==> src/rtl/text_buffer_ctrl.sv <==
// Character-grid text buffer with cursor engine, scroll/clear sequencer,
// one-entry event buffer and a registered display read port.
module text_buffer_ctrl #(
   parameter int unsigned GRID_COL = 10,
   parameter int unsigned GRID_ROW = 5,
   parameter int unsigned COL_W    = 4,
   parameter int unsigned ROW_W    = 3
) (
   input  logic             clk_pix,
   input  logic             rst_pix,
   input  logic [6:0]       ascii_in,
   input  logic             write_en,
   input  logic             ctrl_en,
   input  logic [COL_W-1:0] rd_col,
   input  logic [ROW_W-1:0] rd_row,
   output logic [6:0]       rd_char,
   output logic [COL_W-1:0] cur_col,
   output logic [ROW_W-1:0] cur_row,
   output logic             busy,
   output logic             drop
);

   localparam int unsigned N      = GRID_COL * GRID_ROW;
   localparam int unsigned ADDR_W = (N > 1) ? $clog2(N) : 1;

   localparam logic [6:0] SPACE    = 7'h20;
   localparam logic [6:0] PRINT_HI = 7'h7E;
   localparam logic [6:0] CH_BS    = 7'h08;
   localparam logic [6:0] CH_CR    = 7'h0D;
   localparam logic [6:0] CH_FF    = 7'h0C;

   localparam logic [COL_W-1:0]  LAST_COL      = COL_W'(GRID_COL - 1);
   localparam logic [ROW_W-1:0]  LAST_ROW      = ROW_W'(GRID_ROW - 1);
   localparam logic [ADDR_W-1:0] COL_STRIDE    = ADDR_W'(GRID_COL);
   localparam logic [ADDR_W-1:0] SCROLL_END    = ADDR_W'(N - GRID_COL - 1);
   localparam logic [ADDR_W-1:0] CLR_ROW_START = ADDR_W'(N - GRID_COL);
   localparam logic [ADDR_W-1:0] LAST_ADDR     = ADDR_W'(N - 1);

   typedef enum logic [1:0] {IDLE, SCROLL, CLR_ROW, CLR_ALL} state_t;

   state_t             state_q, state_n;
   logic [ADDR_W-1:0]  idx_q, idx_n;
   logic [COL_W-1:0]   col_n;
   logic [ROW_W-1:0]   row_n;
   logic               pend_valid_q, pend_valid_n;
   logic [6:0]         pend_ascii_q, pend_ascii_n;
   logic               pend_ctrl_q, pend_ctrl_n;
   logic               drop_n;

   logic               mem_we;
   logic [ADDR_W-1:0]  mem_waddr;
   logic [6:0]         mem_wdata;
   logic [6:0]         mem [N];

   logic               ev_valid;
   logic [6:0]         ev_ascii;
   logic               ev_ctrl;
   logic               adv_row;
   logic               rd_in_range;

   function automatic logic [ADDR_W-1:0] addr_of(input logic [ROW_W-1:0] r,
                                                 input logic [COL_W-1:0] c);
      return ADDR_W'(r) * COL_STRIDE + ADDR_W'(c);
   endfunction

   // State, cursor, pending entry and status registers
   always_ff @(posedge clk_pix) begin
      if (rst_pix) begin
         state_q      <= CLR_ALL;
         idx_q        <= '0;
         cur_col      <= '0;
         cur_row      <= '0;
         pend_valid_q <= 1'b0;
         pend_ascii_q <= '0;
         pend_ctrl_q  <= 1'b0;
         drop         <= 1'b0;
         busy         <= 1'b1;
      end else begin
         state_q      <= state_n;
         idx_q        <= idx_n;
         cur_col      <= col_n;
         cur_row      <= row_n;
         pend_valid_q <= pend_valid_n;
         pend_ascii_q <= pend_ascii_n;
         pend_ctrl_q  <= pend_ctrl_n;
         drop         <= drop_n;
         busy         <= (state_n != IDLE);
      end
   end

   // Event decode, buffering and scroll/clear sequencing
   always_comb begin
      state_n      = state_q;
      idx_n        = idx_q;
      col_n        = cur_col;
      row_n        = cur_row;
      pend_valid_n = pend_valid_q;
      pend_ascii_n = pend_ascii_q;
      pend_ctrl_n  = pend_ctrl_q;
      drop_n       = 1'b0;
      mem_we       = 1'b0;
      mem_waddr    = idx_q;
      mem_wdata    = SPACE;
      ev_valid     = 1'b0;
      ev_ascii     = ascii_in;
      ev_ctrl      = ctrl_en;
      adv_row      = 1'b0;

      case (state_q)
         IDLE: begin
            // A pending entry always goes first; a same-cycle strobe takes its slot
            if (pend_valid_q) begin
               ev_valid     = 1'b1;
               ev_ascii     = pend_ascii_q;
               ev_ctrl      = pend_ctrl_q;
               pend_valid_n = write_en;
               if (write_en) begin
                  pend_ascii_n = ascii_in;
                  pend_ctrl_n  = ctrl_en;
               end
            end else if (write_en) begin
               ev_valid = 1'b1;
            end

            if (ev_valid) begin
               if (!ev_ctrl && (ev_ascii >= SPACE) && (ev_ascii <= PRINT_HI)) begin
                  mem_we    = 1'b1;
                  mem_waddr = addr_of(cur_row, cur_col);
                  mem_wdata = ev_ascii;
                  if (cur_col == LAST_COL) begin
                     col_n   = '0;
                     adv_row = 1'b1;
                  end else begin
                     col_n = cur_col + COL_W'(1);
                  end
               end else if (ev_ctrl) begin
                  case (ev_ascii)
                     CH_CR: begin
                        col_n   = '0;
                        adv_row = 1'b1;
                     end
                     CH_BS: begin
                        if (cur_col != '0) begin
                           col_n     = cur_col - COL_W'(1);
                           mem_we    = 1'b1;
                           mem_waddr = addr_of(cur_row, cur_col - COL_W'(1));
                        end else if (cur_row != '0) begin
                           row_n     = cur_row - ROW_W'(1);
                           col_n     = LAST_COL;
                           mem_we    = 1'b1;
                           mem_waddr = addr_of(cur_row - ROW_W'(1), LAST_COL);
                        end
                     end
                     CH_FF: begin
                        col_n   = '0;
                        row_n   = '0;
                        idx_n   = '0;
                        state_n = CLR_ALL;
                     end
                     default: ;
                  endcase
               end

               if (adv_row) begin
                  if (cur_row == LAST_ROW) begin
                     idx_n   = '0;
                     state_n = SCROLL;
                  end else begin
                     row_n = cur_row + ROW_W'(1);
                  end
               end
            end
         end
         SCROLL: begin
            mem_we    = 1'b1;
            mem_wdata = mem[idx_q + COL_STRIDE];
            if (idx_q == SCROLL_END) begin
               idx_n   = CLR_ROW_START;
               state_n = CLR_ROW;
            end else begin
               idx_n = idx_q + ADDR_W'(1);
            end
         end
         CLR_ROW, CLR_ALL: begin
            mem_we = 1'b1;
            if (idx_q == LAST_ADDR) begin
               idx_n   = '0;
               state_n = IDLE;
            end else begin
               idx_n = idx_q + ADDR_W'(1);
            end
         end
         default: state_n = CLR_ALL;
      endcase

      // Events arriving while busy fill the single slot or are lost
      if ((state_q != IDLE) && write_en) begin
         if (pend_valid_q) begin
            drop_n = 1'b1;
         end else begin
            pend_valid_n = 1'b1;
            pend_ascii_n = ascii_in;
            pend_ctrl_n  = ctrl_en;
         end
      end
   end

   // Character memory write port
   always_ff @(posedge clk_pix) begin
      if (!rst_pix && mem_we) begin
         mem[mem_waddr] <= mem_wdata;
      end
   end

   assign rd_in_range = (32'(rd_col) < GRID_COL) && (32'(rd_row) < GRID_ROW);

   // Display read port, one cycle latency, blanks outside the grid
   always_ff @(posedge clk_pix) begin
      if (rst_pix) begin
         rd_char <= SPACE;
      end else if (rd_in_range) begin
         rd_char <= mem[addr_of(rd_row, rd_col)];
      end else begin
         rd_char <= SPACE;
      end
   end

endmodule

==> config.mk <==
export PLATFORM = sky130hd
export DESIGN_NAME = text_buffer_ctrl
export DESIGN_NICKNAME = d
export VERILOG_FILES = /design/src/rtl/text_buffer_ctrl.sv
export SDC_FILE = /design/constraint.sdc
export NUM_CORES = 1
export LEC_CHECK = 0
export CAP_MARGIN = 20
export CORE_MARGIN = 5
export CORE_UTILIZATION = 31
export CTS_CLUSTER_DIAMETER = 200
export CTS_CLUSTER_SIZE = 24
export DETAILED_ROUTE_END_ITERATION = 6
export GPL_ROUTABILITY_DRIVEN = 0
export PLACE_DENSITY = 0.53
export SLEW_MARGIN = 20
export SYNTH_ARGS = -nofsm -noshare
export SYNTH_HDL_FRONTEND = slang
export SYNTH_SLANG_ARGS = --single-unit
==> constraint.sdc <==
create_clock -name clk_pix -period 5.6 [get_ports clk_pix]
set_input_delay 0.56 -clock clk_pix [delete_from_list [all_inputs] [get_ports clk_pix]]
set_output_delay 0.56 -clock clk_pix [all_outputs]
set_load 0.01 [all_outputs]
==> qor.csv, run 1 <==
stage;metric;value;unit
outcome;outcome;finished clean;
synthesis;ys_warn_count;0;
place;dp_hpwl;38900;µm
timing;slew_headroom;0.294;
worst_setup_path;start_kind;flip-flop;
worst_setup_path;worst_ep_required_time;5.79;ns
synthesis;ys_top_cells_by_area;edfxtp_1, mux4_2, dfxtp_1;
pwr;cellPowerDensity;256;nW/µm²
cts;post_cts_buffers;0;
floorplanning;die_area;67500;µm²
timing;slew_viol_final;0;
worst_setup_path;ff2ff_setup_slack;0.94;ns
worst_setup_path;crit_chain;or4b_4, o22ai_4, nand3_4, nor3_1, o21ai_0, a211oi_1, nand3_1, nor2_1;
drt;vias_per_cell;5.65;
timing;setup_violations;0;
synthesis;synth.ff_latch_count;383;
finish;final_cell_mix;edfxtp_1, mux4_2, nor2_1;
cts;cts.sinks;383;
cts;htree_levels;1;
floorplanning;pin_count;34;
global_route;grt_max_degree;55;
timing;skew;0.0253;ns
finish;post-route-util;0.347;
drt;drc;0;
floorplanning;core_region_area;61700;µm²
job;drv_cap;0;
synthesis;yosysSeqAreaShare;0.578;
timing;worst_pin_slew;1.06;ns
floorplanning;initial_utilization;0.313;
global_route;antenna_found_initial;0;
timing;fmax;214;MHz
finish;final_common_cell;edfxtp_1;
synthesis;synth_fp_nets;1193;
pwr;peakVddDrop;0.000183;V
finish;syn2layout_area_growth;10.6;%
place;dp.cells;1979;
finish;drive_gt1_frac;0.266;
hold_path;worst_hold_path_type;reg -> reg;
pwr;pwr-share-comb;0.145;
worst_setup_path;critPathBufInv;0;
worst_setup_path;arrival;4.86;ns
cts;clockBufferDepth;3;
drt;ant_nets;0;
cts;cts_buffers;19;
pwr;seqPwrFrac;0.570;
drt;post_drt_wl_per_cell;27.9;µm
worst_setup_path;cp_top_family;simple AND/OR/NAND/NOR gates;
pwr;power_frac_clock;0.285;
synthesis;synth_edf_count;350;
cts;clk_latency;0.56;ns
timing;finalCritPeriodShare;0.833;
worst_setup_path;crit_type;reg -> reg;
floorplanning;rows;91;
worst_setup_path;worstPathMaxFanout;21;
pwr;p_sw_frac;0.251;
pwr;p_leak;6.12;nW
synthesis;synth-main-ff-cell;edfxtp_1;
timing;fin_tns_setup;0;ns
global_route;grt_pass1_wl;81400;µm
synthesis;synth_cell_types;79;
cts;cts_root_buf;clkbuf_16;
global_route;grt_usage;0.163;
synthesis;syn-cell-area;19300;µm²
timing;rsz0062_at_grt;no;
floorplanning;die_w;260;µm
pwr;p_int;4.10;mW
pwr;switchingPower;1.37;mW
cts;cts_resized;0;
floorplanning;die_y;260;µm
synthesis;yosys.area.top_type;edfxtp_1;
finish;diodes;0;
synthesis;synth_cells;1147;
cts;clk_pin_slew_worst_paths;0.11;ns
drt;drt_iter0_drc;1024;
finish;layout.nets;1209;
drt;drt_pre_antenna_iters;5;
worst_setup_path;end_kind;flip-flop;
worst_setup_path;slowest_stage;dfxtp_1;
synthesis;async_flop_share;0;
synthesis;synth_top_area_share;0.544;
timing;final-hold-violation-count;0;
worst_setup_path;worst_path_largest_cell_delay;0.95;ns
cts;hold_buffers;0;
drt;routed_wl;56200;µm
synthesis;avgSynthCellArea;16.9;µm²
place;port_buffers;33;
pwr;power;5.47;mW
drt;num_vias;11400;
global_route;grt_pass1_vias;11300;
finish;final_cells;2013;
cts;cts_tree;built;
timing;min_period;4.66;ns
timing;whs;0.544;ns
global_route;grt_overflow;0;
==> power by group through the flow <==
stage          combinational (mW)  sequential, mW  clock [mW]
3_5_place_dp                0.788            3.19           0
6_report                    0.793            3.12        1.56
5_1_grt                     0.837            3.12        1.70
4_1_cts                     0.791            3.12        1.61
3_3_place_gp                0.784            3.19           0
2_1_floorplan               0.537            3.17           0
==> through the flow <==
stage                     setup WS [ns]  cell area (µm²)
final                             0.937            21400
after detailed placement          0.882            20800
after global placement            0.936            20800
after floorplan                   0.612            19300
after CTS                         0.918            21400
after global routing              0.675            21400
==> registers in the layout, indices dropped and copies added, names as in the netlist <==
| register | cells |
|---|---|
| busy | 1 |
| cur_col | 4 |
| cur_row | 3 |
| drop | 1 |
| idx_q | 6 |
| mem | 350 |
| pend_ascii_q | 7 |
| pend_ctrl_q | 1 |
| pend_valid_q | 1 |
| rd_char | 7 |
| state_q | 2 |
==> layer usage <==
| metal | wire length [µm] | up-vias | share of wire | global-route usage |
|---|---|---|---|---|
| met1 | 24000 | 6028 | 0.43 | 0.234 |
| met3 | 4640 | 60 | 0.083 | 0.0348 |
| met4 | 1540 | 0 | 0.027 | 0.0386 |
| met2 | 26000 | 535 | 0.46 | 0.256 |
| li1 | - | 4757 | - | - |
| met5 | 0 | - | 0 | 0 |
==> cells by family (layout without fill, tap and decap cells) <==
logic type / Yosys count / in the layout / share of synthesized area
DFF: 383 / 383 / 0.578
AOI/OAI and AO/OA: 140 / 140 / 0.0525
muxes: 242 / 242 / 0.255
and+or+nand+nor: 248 / 248 / 0.0666
xor gates and xnor gates: 19 / 19 / 0.00900
buffers and inverters: 87 / 116 / 0.0198
adders and majority gates: 28 / 28 / 0.0193
==> path summary, 6_finish.rpt <==
path,to,from,depth (start not counted)
max reg2reg,mem[34][5]$_DFFE_PP_,pend_valid_q$_SDFF_PP0_,8
max,mem[34][5]$_DFFE_PP_,pend_valid_q$_SDFF_PP0_,8
min reg2reg,pend_ctrl_q$_SDFF_PP0_,pend_ctrl_q$_SDFF_PP0_,2
min,pend_ctrl_q$_SDFF_PP0_,pend_ctrl_q$_SDFF_PP0_,2
==> worst register-to-register path: cells and delay by family (launching register included) <==
| kind | cells | cell delay (ns) |
|---|---|---|
| flip-flops | 1 | 0.95 |
| AND/OR/NAND/NOR | 5 | 2.45 |
| AO/OA/AOI/OAI | 3 | 0.90 |
==> synth_stat cells, drive strengths merged (4+ instances only) <==
cell       n
nand3     21
a31oi      4
o22a       4
mux2i     40
clkbuf    40
mux4     200
o22ai     11
nand2     47
a2111oi    4
o21ai     27
or2        4
a21oi     39
nand2b     9
inv       14
xnor2      9
nor2b     12
nor2      96
nor3      19
dfxtp     33
and2       7
xor2      10
a221oi     4
nand3b     9
nand4      4
edfxtp   350
a21o       4
buf       33
ha        25
a211oi    21
==> area by class of cell <==
cell class | count | area [µm²]
inverters | 14 | 52.6
flip-flops and latches | 383 | 11200
clock inverters | 1 | 8.76
well taps | 837 | 1050
multi-input cells | 677 | 7930
fillers | 5864 | 40300
clock buffers | 33 | 528
repair buffers | 68 | 644
Note: power is estimated with default switching activity, not from simulation.
==> run 2, diff against run 1 <==
==> constraint.sdc (replaced) <==
create_clock -name clk_pix -period 4.5 [get_ports clk_pix]
set_input_delay 0.45 -clock clk_pix [delete_from_list [all_inputs] [get_ports clk_pix]]
set_output_delay 0.45 -clock clk_pix [all_outputs]
set_load 0.01 [all_outputs]
==> qor.csv, run 2 (synthesis results as in run 1) <==
stage;metric;value;unit
floorplanning;die_w;260;µm
cts;post_cts_buffers;0;
timing;skew;0.0298;ns
drt;drt_pre_antenna_iters;5;
place;placed_area;21600;µm²
job;drv_cap;0;
cts;hold_buffers;0;
finish;syn2layout_area_growth;14.4;%
drt;vias_per_cell;5.57;
timing;setup_violations;0;
pwr;power;6.91;mW
finish;diodes;0;
floorplanning;core_region_area;61700;µm²
worst_setup_path;end_kind;flip-flop;
worst_setup_path;cp_common_cell;inv_1;
finish;register_area;11200;µm²
cts;cts_root_buf;clkbuf_16;
cts;clk_latency;0.56;ns
worst_setup_path;worst_path_largest_cell_delay;0.59;ns
cts;clockBufferDepth;3;
worst_setup_path;arrival;4.49;ns
pwr;power_frac_clock;0.285;
global_route;grt_pass1_vias;11500;
drt;post_drt_wl_per_cell;27.5;µm
drt;ant_nets;0;
finish;drive_gt1_frac;0.313;
floorplanning;rows;91;
floorplanning;die_area;67500;µm²
drt;drt_iter0_drc;1433;
pwr;p_sw_frac;0.252;
cts;clk_pin_slew_worst_paths;0.12;ns
finish;final_common_cell;edfxtp_1;
cts;cts.sinks;383;
worst_setup_path;slowest_stage;or3b_1;
drt;num_vias;11700;
timing;worst_pin_slew;0.975;ns
finish;final_cells;2095;
timing;rsz0062_at_grt;yes;
pwr;cellPowerDensity;312;nW/µm²
global_route;grt_overflow;0;
timing;fin_tns_setup;0;ns
hold_path;worst_hold_path_type;reg -> reg;
place;place_ws;0.271;ns
finish;layout.nets;1292;
floorplanning;initial_utilization;0.313;
cts;htree_levels;1;
pwr;peakVddDrop;0.000198;V
timing;layout_setup_ws;0.191;ns
pwr;seqPwrFrac;0.561;
pwr;switchingPower;1.74;mW
worst_setup_path;worstPathMaxFanout;8;
worst_setup_path;crit_type;reg -> reg;
global_route;grt_max_degree;53;
finish;largest_reg_flops;350;
pwr;p_leak;6.58;nW
timing;final-hold-violation-count;0;
timing;slew_viol_final;0;
outcome;outcome;finished clean;
global_route;antenna_found_initial;3;
finish;largest-register;mem;
cts;cts_resized;0;
worst_setup_path;worst_ep_required_time;4.68;ns
finish;final_area;22100;µm²
drt;routed_wl;57600;µm
floorplanning;pin_count;34;
floorplanning;die_y;260;µm
global_route;grt_usage;0.168;
worst_setup_path;crit_chain;inv_1, ha_1, inv_1, ha_1, inv_1, fa_1, o31ai_2, and3_1, nand4bb_1, nor4bb_1, buf_4, or3b_1, nor2_2;
finish;top_regs;mem x350, pend_ascii_q x7, rd_char x7;
timing;slew_headroom;0.346;
timing;fmax;232;MHz
place;dp_hpwl;40400;µm
cts;cts_tree;built;
place;port_buffers;33;
timing;min_period;4.31;ns
finish;multi_input_area;7930;µm²
pwr;p_int;5.16;mW
finish;final_cell_mix;edfxtp_1, mux4_2, buf_4;
global_route;grt_pass1_wl;83600;µm
drt;drc;0;
timing;finalCritPeriodShare;0.957;
worst_setup_path;start_kind;flip-flop;
finish;fillers;5829;
place;dp.cells;2062;
pwr;pwr-share-comb;0.154;
cts;cts_buffers;19;
-- run 2: worst max-delay path: cells and delay by family (launching register included) --
| family | cells | cell delay, ns |
|---|---|---|
| buf+inv | 4 | 0.47 |
| compound gates | 1 | 0.28 |
| flops | 1 | 0.49 |
| simple gates | 5 | 1.78 |
| fa+ha+maj | 3 | 0.90 |
-- run 2: cell type report --
| class | instances | share of cell area |
|---|---|---|
| clock buffer | 32 | 0.0237 |
| clock inverter | 1 | 0.000792 |
| inverter | 14 | 0.00238 |
| multi-input combinational | 677 | 0.359 |
| sequential | 383 | 0.505 |
| tap | 837 | 0.0473 |
| timing repair buffer | 151 | 0.0618 |
-- run 2: power by group through the flow --
stage                     logic (mW)  registers (mW)  clock network, mW
after floorplan                0.668            3.94                  0
after global placement          1.06            3.95                  0
after detailed placement        1.06            3.96                  0
after CTS                       1.06            3.87               2.02
after global routing            1.11            3.88               2.15
final                           1.06            3.87               1.97
-- run 2: metrics by stage --
step	hold WS (ns)	util
finish	0.547	0.358
global route	0.583	0.358
CTS	0.544	0.358
detailed placement	0.526	0.350
global placement	0.505	0.350
floorplan	0.480	-
-- run 2: final timing paths --
kind	start	end	slack, ns	cells after the start
setup reg to reg	cur_col[1]$_SDFFE_PP0P_	mem[30][6]$_DFFE_PP_	0.19	13
setup / recovery	cur_col[1]$_SDFFE_PP0P_	mem[30][6]$_DFFE_PP_	0.19	13
hold reg to reg	pend_ctrl_q$_SDFF_PP0_	pend_ctrl_q$_SDFF_PP0_	0.55	2
hold / removal	pend_ctrl_q$_SDFF_PP0_	pend_ctrl_q$_SDFF_PP0_	0.55	2
-- run 2: routing by layer --
metal  global-route usage  wire (µm)  up-vias
li1                     -          -     4927
met5                    0          0        -
met1                0.251      26000     6251
met2                0.267      26900      450
met4               0.0277        888        0
met3               0.0220       3810       49
==> run 3, diff against run 2 <==
--- a/config.mk
+++ b/config.mk
@@ -7,12 +7,12 @@
 export LEC_CHECK = 0
 export CAP_MARGIN = 20
 export CORE_MARGIN = 5
-export CORE_UTILIZATION = 31
+export CORE_UTILIZATION = 45
 export CTS_CLUSTER_DIAMETER = 200
 export CTS_CLUSTER_SIZE = 24
 export DETAILED_ROUTE_END_ITERATION = 6
 export GPL_ROUTABILITY_DRIVEN = 0
-export PLACE_DENSITY = 0.53
+export PLACE_DENSITY = 0.69
 export SLEW_MARGIN = 20
 export SYNTH_ARGS = -nofsm -noshare
 export SYNTH_HDL_FRONTEND = slang
==> qor.csv, run 3 (synthesis results as in run 1) <==
stage;metric;value;unit
finish;diodes;0;
finish;post-route-util;0.502;
worst_setup_path;r2r_start;cur_col[1]$_SDFFE_PP0P_;
outcome;outcome;finished clean;
timing;min_period;4.15;ns
finish;final_common_cell;edfxtp_1;
global_route;antenna_found_initial;1;
floorplanning;die_area;47200;µm²
timing;fmax;241;MHz
cts;clk_pin_slew_worst_paths;0.10;ns
cts;hold_buffers;0;
drt;drt_iter0_drc;1368;
worst_setup_path;end_kind;flip-flop;
cts;htree_levels;1;
global_route;grt_overflow;0;
pwr;cellPowerDensity;318;nW/µm²
cts;clockBufferDepth;3;
timing;fin_tns_setup;0;ns
drt;vias_per_cell;6.57;
finish;largest_reg_flops;350;
pwr;peakVddDrop;0.000225;V
finish;layout.nets;1260;
timing;setup_violations;0;
finish;final_cell_mix;edfxtp_1, mux4_2, nor2_1;
drt;drt_pre_antenna_iters;5;
cts;cts.sinks;383;
worst_setup_path;worstPathMaxFanout;8;
timing;skew;0.0156;ns
floorplanning;die_y;217;µm
floorplanning;rows;76;
drt;post_drt_wl_per_cell;28.6;µm
cts;cts_root_buf;clkbuf_16;
hold_path;min_to;pend_ctrl_q$_SDFF_PP0_;
finish;largest-register;mem;
timing;rsz0062_at_grt;no;
drt;routed_wl;50600;µm
timing;finalCritPeriodShare;0.923;
cts;cts_buffers;19;
timing;worst_pin_slew;0.787;ns
place;dp_hpwl;34800;µm
global_route;grt_pass1_wl;76200;µm
worst_setup_path;r2r_cells;13;
timing;slew_headroom;0.473;
hold_path;hp-start;pend_ctrl_q$_SDFF_PP0_;
worst_setup_path;worstReg2RegEnd;mem[26][2]$_DFFE_PP_;
worst_setup_path;crit_type;reg -> reg;
worst_setup_path;arrival;4.35;ns
drt;num_vias;11700;
drt;drc;0;
drt;ant_nets;0;
worst_setup_path;start_kind;flip-flop;
floorplanning;die_w;217;µm
global_route;grt_pass1_vias;11500;
floorplanning;core_region_area;42800;µm²
global_route;grt_usage;0.214;
finish;drive_gt1_frac;0.294;
cts;post_cts_buffers;0;
pwr;p_leak;6.42;nW
job;drv_cap;0;
place;port_buffers;33;
timing;slew_viol_final;0;
finish;top_regs;mem x350, pend_ascii_q x7, rd_char x7;
hold_path;worst_hold_path_type;reg -> reg;
floorplanning;initial_utilization;0.452;
global_route;grt_max_degree;51;
finish;syn2layout_area_growth;11.1;%
cts;clk_latency;0.54;ns
cts;cts_tree;built;
worst_setup_path;worst_ep_required_time;4.70;ns
worst_setup_path;ff2ff_setup_slack;0.35;ns
floorplanning;pin_count;34;
timing;final-hold-violation-count;0;
cts;cts_resized;0;
hold_path;whs_path_depth;2;
run 3: cell types whose count changed in the layout (fill, tap and decap cells not counted), sizes merged:
cell	previous run	this run
buf	119	87
inv	14	15
run 3: metrics by stage:
step	cells	setup WS, ns	cell area [µm²]	hold slack (ns)	total power [mW]
after global routing	1773	0.119	21500	0.573	7.05
final	1773	0.347	21500	0.538	6.84
after floorplan	1147	0.252	19300	0.480	4.61
after detailed placement	1738	0.331	20900	0.523	4.97
after global placement	1736	0.356	20800	0.503	4.97
after CTS	1772	0.355	21500	0.546	6.86
run 3: report_power, final:
part           internal [mW]  switching [mW]
Sequential              3.85          0.0311
Combinational          0.468           0.549
Clock                  0.838            1.10
run 3: critical path: stages (launching register included):
cell and delay, ns:
dfxtp_1 0.49, inv_1 0.13, ha_1 0.31, inv_1 0.06, ha_1 0.15, inv_1 0.06
fa_1 0.44, o31ai_2 0.30, and3_1 0.18, nand4bb_1 0.12, nor4bb_1 0.35, buf_4 0.21
or3b_1 0.57, nor2_2 0.44
run 3: area by class of cell:
| cell class | count | area [µm²] |
|---|---|---|
| flip-flops and latches | 383 | 11200 |
| inverters | 14 | 52.6 |
| fillers | 3510 | 21300 |
| repair buffers | 119 | 1110 |
| well taps | 546 | 683 |
| clock buffers | 32 | 524 |
| multi-input cells | 677 | 7910 |
| clock inverters | 2 | 26.3 |
run 3: worst max path at each step:
stage                            startpoint              endpoint  slack (ns)
global route        cur_col[1]$_SDFFE_PP0P_  mem[26][2]$_DFFE_PP_        0.12
global placement                ascii_in[1]  mem[44][0]$_DFFE_PP_        0.36
detailed placement              ascii_in[1]  mem[28][3]$_DFFE_PP_        0.33
finish              cur_col[1]$_SDFFE_PP0P_  mem[26][2]$_DFFE_PP_        0.35
floorplan             idx_q[2]$_SDFFE_PP0P_   mem[0][0]$_DFFE_PP_        0.25
CTS                 cur_col[1]$_SDFFE_PP0P_  mem[28][2]$_DFFE_PP_        0.36
run 3: metal layers:
layer / vias to the layer above / global-route usage / routed length, µm / part of all wire
li1: 4858 / - / - / -
met1: 6018 / 0.312 / 20100 / 0.40
met4: 0 / 0.0510 / 1280 / 0.025
met5: - / 0 / 0 / 0
met3: 66 / 0.0419 / 5430 / 0.11
met2: 711 / 0.339 / 23800 / 0.47
